[config.mk]
export PLATFORM = sky130hd
export DESIGN_NAME = tie_cfg_bank_flat
export DESIGN_NICKNAME = d
export VERILOG_FILES = /design/src/rtl/tie_cfg_bank_if.sv /design/src/rtl/tie_cfg_bank.sv /design/src/flat_wrapper.sv
export SDC_FILE = /design/constraint.sdc
export NUM_CORES = 1
export LEC_CHECK = 0
export BUFFER_PORTS_ARGS = -buffer_cell sky130_fd_sc_hd__clkbuf_2
export CAP_MARGIN = 20
export CORE_ASPECT_RATIO = 0.7
export CORE_MARGIN = 8
export CORE_UTILIZATION = 40
export DETAILED_ROUTE_END_ITERATION = 10
export MAX_ROUTING_LAYER = met4
export SLEW_MARGIN = 20
export SYNTH_ARGS = -nofsm -noshare
export SYNTH_HDL_FRONTEND = slang
export SYNTH_SLANG_ARGS = --single-unit
[constraint.sdc]
create_clock -name ck -period 2.9 [get_ports ck]
set_clock_uncertainty 0.15 [all_clocks]
set_input_delay 0.58 -clock ck [delete_from_list [all_inputs] [get_ports ck]]
set_output_delay 0.58 -clock ck [all_outputs]
set_load 0.005 [all_outputs]
[src/rtl/tie_cfg_bank_if.sv]
// Write-port bundle for tie_cfg_bank: valid/ready handshake carrying a channel
// index and the shadow value to store there.
interface tie_cfg_bank_if #(
  parameter int ADDR_W = 2,
  parameter int WIDTH  = 8
);
  logic              valid;
  logic              ready;
  logic [ADDR_W-1:0] addr;
  logic [WIDTH-1:0]  data;

  modport master (output valid, output addr, output data, input ready);
  modport slave  (input valid, input addr, input data, output ready);
endinterface

[src/rtl/tie_cfg_bank.sv]
// Programmable bank of CHANNELS x WIDTH glitch-free tie-off constants with a shadow/commit
// write port and a one-way lock. Define TIE_CFG_PARITY_EN to add registered per-channel parity (par_out).
module tie_cfg_bank #(
  parameter int               WIDTH       = 8,
  parameter int               CHANNELS    = 4,
  parameter logic [WIDTH-1:0] RESET_VALUE = '0,
  localparam int              ADDR_W      = (CHANNELS > 1) ? $clog2(CHANNELS) : 1
) (
  input  logic                      ck,
  input  logic                      rst,
  tie_cfg_bank_if.slave             wr,
  input  logic                      commit,
  input  logic                      lock,
  output logic                      locked,
  output logic                      dirty,
`ifdef TIE_CFG_PARITY_EN
  output logic [CHANNELS-1:0]       par_out,
`endif
  output logic [CHANNELS*WIDTH-1:0] tie_out
);

  typedef enum logic [1:0] {S_OPEN, S_PENDING, S_LOCKED} state_t;

  state_t           state_reg, state_next;
  logic             locked_reg, dirty_reg;
  logic             wr_fire, wr_hit, commit_fire, lock_fire;
  logic [WIDTH-1:0] shadow_reg [CHANNELS];
  logic [WIDTH-1:0] tie_reg    [CHANNELS];

  assign wr.ready    = !locked_reg;
  assign wr_fire     = wr.valid && wr.ready;
  // Out-of-range indices complete the handshake but touch nothing.
  assign wr_hit      = wr_fire && (32'(wr.addr) < CHANNELS);
  assign commit_fire = commit && (state_reg != S_LOCKED);
  assign lock_fire   = lock && (state_reg != S_LOCKED);
  assign locked      = locked_reg;
  assign dirty       = dirty_reg;

  always_comb begin
    state_next = state_reg;
    case (state_reg)
      S_OPEN, S_PENDING: begin
        if (lock_fire)
          state_next = S_LOCKED;
        else if (wr_hit)
          state_next = S_PENDING;
        else if (commit_fire)
          state_next = S_OPEN;
      end
      default: state_next = S_LOCKED;
    endcase
  end

  always_ff @(posedge ck or posedge rst) begin
    if (rst) begin
      state_reg  <= S_OPEN;
      locked_reg <= 1'b0;
      dirty_reg  <= 1'b0;
    end else begin
      state_reg  <= state_next;
      locked_reg <= (state_next == S_LOCKED);
      dirty_reg  <= (state_next == S_PENDING);
    end
  end

  genvar gi;
  generate
    for (gi = 0; gi < CHANNELS; gi++) begin : g_chan
      always_ff @(posedge ck or posedge rst) begin
        if (rst) begin
          shadow_reg[gi] <= RESET_VALUE;
          tie_reg[gi]    <= RESET_VALUE;
        end else begin
          if (commit_fire)
            tie_reg[gi] <= shadow_reg[gi];
          // Locking collapses the shadow onto whatever ends up applied.
          if (lock_fire) begin
            if (!commit_fire)
              shadow_reg[gi] <= tie_reg[gi];
          end else if (wr_hit && (wr.addr == ADDR_W'(gi))) begin
            shadow_reg[gi] <= wr.data;
          end
        end
      end

      assign tie_out[gi*WIDTH +: WIDTH] = tie_reg[gi];

`ifdef TIE_CFG_PARITY_EN
      logic par_reg;
      always_ff @(posedge ck or posedge rst) begin
        if (rst)
          par_reg <= ^RESET_VALUE;
        else if (commit_fire)
          par_reg <= ^shadow_reg[gi];
      end
      assign par_out[gi] = par_reg;
`endif
    end
  endgenerate

endmodule
[src/flat_wrapper.sv]
// flat-port wrapper written by rule: the top's interface ports become plain ports
module tie_cfg_bank_flat 
#(
  parameter int               WIDTH       = 8,
  parameter int               CHANNELS    = 4,
  parameter logic [WIDTH-1:0] RESET_VALUE = '0,
  localparam int              ADDR_W      = (CHANNELS > 1) ? $clog2(CHANNELS) : 1
)
  (ck, rst, commit, lock, locked, dirty, tie_out, wr_valid, wr_addr, wr_data, wr_ready);
  tie_cfg_bank_if #(.WIDTH(WIDTH)) wr_i ();
  input  logic ck;
  input  logic rst;
  input  logic commit;
  input  logic lock;
  output logic locked;
  output logic dirty;
  output logic [CHANNELS*WIDTH-1:0] tie_out;
  input wire logic [$bits(wr_i.valid)-1:0] wr_valid;
  input wire logic [$bits(wr_i.addr)-1:0] wr_addr;
  input wire logic [$bits(wr_i.data)-1:0] wr_data;
  output wire logic [$bits(wr_i.ready)-1:0] wr_ready;
  assign wr_i.valid = wr_valid;
  assign wr_i.addr = wr_addr;
  assign wr_i.data = wr_data;
  assign wr_ready = wr_i.ready;
  tie_cfg_bank #(.WIDTH(WIDTH), .CHANNELS(CHANNELS), .RESET_VALUE(RESET_VALUE)) u_core (.ck(ck), .rst(rst), .wr(wr_i), .commit(commit), .lock(lock), .locked(locked), .dirty(dirty), .tie_out(tie_out));
endmodule
# Word-level counts from Yosys, hierarchy flattened
# Cells that the tools add are included.
# Widths: inputs -> output; s select.
[op_classes]
n_eq_ne = 7
n_reduce_logical = 15
n_mux = 16
[op_table]
columns = ["cell", "count"]
rows = [
  ["$mux 8", 12],
  ["$mux 2", 4],
  ["$reduce_bool 2->1", 4],
  ["$logic_and 1x1->1", 7],
  ["$eq 2x1->1 const B", 3],
  ["$eq 2x2->1 const B", 3],
  ["$logic_not 2->1", 2],
  ["$ne 2x2->1 const B", 1],
  ["$reduce_or 2->1", 1],
  ["$logic_not 1->1", 1],
]
[totals]
input_bits = 15
out_inout_bits = 35
regBits = 68
wordCells = 49

# Depth between registers and ports, before layout
[depth]
depth_word = 7
mapped_depth = 5
ltp_nobuf = 4

# Worst setup path after synthesis
# OpenSTA, ideal clock, no wires.
[synth_timing]
kind = "input to register"
start = "input port wr_addr[1]"
end = "register u_core.shadow_reg[24] (netlist bit)"
path_buffers = 0
path_stages = 4
slack_ps = 1360
setup_time_ps = 127
required_ps = 2623
arrival_time_ps = 1262
cell_sequence = "nor4b_4 -> o21ai_4 -> o22ai_1 -> a21oi_1"
[synth_via]
elab_chain_cells = 3
[synth_rtl]
columns = ["element", "line", "source"]
rows = [
  ["start, declared", "flat_wrapper.sv:19", "input wire logic [$bits(wr_i.addr)-1:0] wr_addr;"],
  ["$logic_not 2->1", "tie_cfg_bank.sv:80", "end else if (wr_hit && (wr.addr == ADDR_W'(gi))) begin"],
  ["$logic_and 1x1->1", "tie_cfg_bank.sv:80", ""],
  ["$reduce_bool 2->1 (no source line)", "n/a", ""],
  ["end signal, assigned by index", "tie_cfg_bank.sv:79", "shadow_reg[gi] <= tie_reg[gi];"],
  ["end signal, assigned by index", "tie_cfg_bank.sv:81", "shadow_reg[gi] <= wr.data;"],
  ["end, declared", "tie_cfg_bank.sv:27", "logic [WIDTH-1:0] shadow_reg [CHANNELS];"],
]
# Every way passes these cells.
# A chain may end at the register's enable or synchronous reset.

# Final worst setup path
[layout_timing]
start = "register u_core.locked_reg, in the netlist u_core.locked"
end = "output port wr_ready"
[layout_via]
elab_chain_cells = 1
[layout_rtl]
columns = ["element", "line", "source"]
rows = [
  ["start, declared", "tie_cfg_bank.sv:25", "logic locked_reg, dirty_reg;"],
  ["start signal, assigned", "tie_cfg_bank.sv:61", "locked_reg <= (state_next == S_LOCKED);"],
  ["$logic_not 1->1", "tie_cfg_bank.sv:30", "assign wr.ready = !locked_reg;"],
  ["end, declared", "flat_wrapper.sv:21", "output wire logic [$bits(wr_i.ready)-1:0] wr_ready;"],
]
# Every way passes these cells.

==> impl_metrics.env <==
export IMPL_status="finished, final reports clean"
export IMPL_synth_top_cell_area_share=0.6069
export IMPL_critPathBufInv=2
export IMPL_cts_setup_buffers=0
export IMPL_max_freq_ghz=0.5779
export IMPL_clkSinkCount=68
export IMPL_drtIter0Drc=86
export IMPL_setup_viol=0
export IMPL_cts_tree="yes"
export IMPL_boundaryPins=50
export IMPL_drc=0
export IMPL_rsz0062_at_grt="no"
export IMPL_crit_path_max_fanout=6
export IMPL_cp_end_kind="output pin"
export IMPL_fin_crit_sh=0.5967
export IMPL_fin_area_sq_mm=0.003402
export IMPL_start_util=0.4150
export IMPL_slowest_delay_ps=450
export IMPL_instances_no_fill=418
export IMPL_cts_hold_fix_buffers=0
export IMPL_syn_to_final_growth_pct=21.33
export IMPL_final_seq_area_sq_mm=0.001702
export IMPL_clockBufferDepth=2
export IMPL_core_area_sq_mm=0.006756
export IMPL_post_cts_resized=0
export IMPL_via_per_inst=4.969
export IMPL_ys_types=20
export IMPL_die_h_um=86.05
export IMPL_ys_seq_area_frac=0.6069
export IMPL_first_global_vias=2027
export IMPL_p_leak_nw=1.715
export IMPL_synth_cells=266
export IMPL_setup_ws_ps=1169
export IMPL_cp_required_ps=2170
export IMPL_hold_violations=0
export IMPL_clkLatencyLatePin_ps=340
export IMPL_ys_warn_count=0
export IMPL_utilization=0.5035
export IMPL_crit_chain="inv_1 -> clkbuf_2"
export IMPL_place_ws_ps=1015
export IMPL_grt_max_degree=69
export IMPL_vdd_drop_max_v=0.0003407
export IMPL_postPlaceCellArea_sq_mm=0.003162
export IMPL_fill_cells=632
export IMPL_cts_clk_slew_worst_paths_ps=70
export IMPL_gp_congestion=0.7573
export IMPL_cp_top_family="flip-flops"
export IMPL_dp_hpwl_mm=4.504
export IMPL_final_common_cell="dfrtp_1"
export IMPL_grt_pass1_wl_mm=10.74
export IMPL_grt_overflow_total=0
export IMPL_via_count=2077
export IMPL_dieWidth_um=116.1
export IMPL_yosysTopAreaCell="dfrtp_1"
export IMPL_postSynthAreaPerCell_sq_um=10.54
export IMPL_row_count=25
export IMPL_hold_class="input port to async pin"
export IMPL_cap_viol_max_count=0
export IMPL_relSlewSlack=0.5633
export IMPL_final_nets=334
export IMPL_antenna_found_initial=0
export IMPL_worst_setup_path_type="register to output pin"
export IMPL_diodes=0
export IMPL_grt_usage=0.1475
export IMPL_place_inst=402
export IMPL_finalMaxSlewViolations=0
export IMPL_first_pass_iters=4
export IMPL_p_per_area_mw_per_mm2=672.9
export IMPL_dieArea_sq_mm=0.009988
export IMPL_cts_buffers=9
export IMPL_cp_start_kind="register"
export IMPL_post_drt_wl_per_cell_um=16.16
export IMPL_slowest_stage="dfrtp_1"
export IMPL_drt_wl_total_mm=6.754
export IMPL_synth_nets=281
export IMPL_drive_above_1_share=0.2623
export IMPL_synth_seq_cells=68
export IMPL_final_cell_mix="dfrtp_1, clkbuf_2, nand2_1"
export IMPL_antenna_left=0
export IMPL_min_period_ps=1731
export IMPL_total_power_mw=2.289
export IMPL_synth_area_leaders="dfrtp_1, o22ai_1, a21oi_1"
export IMPL_numPortBuffers=49
export IMPL_cp_arrival_ps=1000
export IMPL_multi_input_area_sq_um=914.6
export IMPL_worstMarginPinSlew_ps=653.5
export IMPL_synthesis_area_sq_mm=0.002804
export IMPL_htree_levels=3
export IMPL_root_buffer="clkbuf_8"
export IMPL_setup_tns_ps=0
export IMPL_hold_slack_ps=127.3
## logic make-up after synthesis
| group | count (synthesis) | synth area share |
|---|---|---|
| compound gates | 106 | 0.2383 |
| flops | 68 | 0.6069 |
| simple gates | 46 | 0.08791 |
| buf+inv | 46 | 0.06693 |
## cell usage after synthesis (all sizes together)
master  number
nor4b        1
nand2       35
clkbuf       3
dfrtp       68
and4b        1
a21oi       34
nand3        2
o22ai       32
or2          2
and2b        1
nand2b       1
o21ai       40
and4bb       2
buf          7
inv         36
nor2         1
## worst reg2reg max path, cell delays in order (launching register included)
cell	delay, ps
dfrtp_1	380
nand2b_1	180
nand2_1	500
buf_12	290
o21ai_0	120
## power by group
group,internal (mW),switching (mW)
Combinational,0.0947,0.130
Sequential,1.06,0.0681
Clock,0.573,0.363
Total,1.73,0.561
## final timing paths
| path | start | end | slack (ps) | depth (start not counted) |
|---|---|---|---|---|
| max | u_core.locked$_DFF_PP0_ | wr_ready | 1170 | 2 |
| min | rst | u_core.tie_out[25]$_DFF_PP0_ | 130 | 3 |
| max reg2reg | u_core.state_reg[0]$_DFF_PP0_ | u_core.tie_out[20]$_DFF_PP0_ | 1170 | 4 |
| min reg2reg | u_core.shadow_reg[4]$_DFFE_PP0P_ | u_core.shadow_reg[4]$_DFFE_PP0P_ | 360 | 2 |
| max in group asynchronous | rst | u_core.state_reg[1]$_DFF_PP0_ | 2170 | 3 |
| min in group ck | u_core.shadow_reg[4]$_DFFE_PP0P_ | u_core.shadow_reg[4]$_DFFE_PP0P_ | 360 | 2 |
## layer usage
metal | up-vias | track usage | part of all wire
li1 | 1021 | - | -
met1 | 1001 | 0.1960 | 0.49
met2 | 49 | 0.2067 | 0.44
met3 | 6 | 0.05400 | 0.057
met4 | 0 | 0.03869 | 0.0084
met5 | - | - | 0
## final cells by class
class                      instances  share of cell area
clock buffer                      10             0.03751
clock inverter                     6             0.03310
inverter                          36             0.03972
multi-input combinational        152              0.2688
sequential                        68              0.5002
tap                               94             0.03457
timing repair buffer              52             0.08606
No activity file was read; power rests on OpenSTA's default activity.
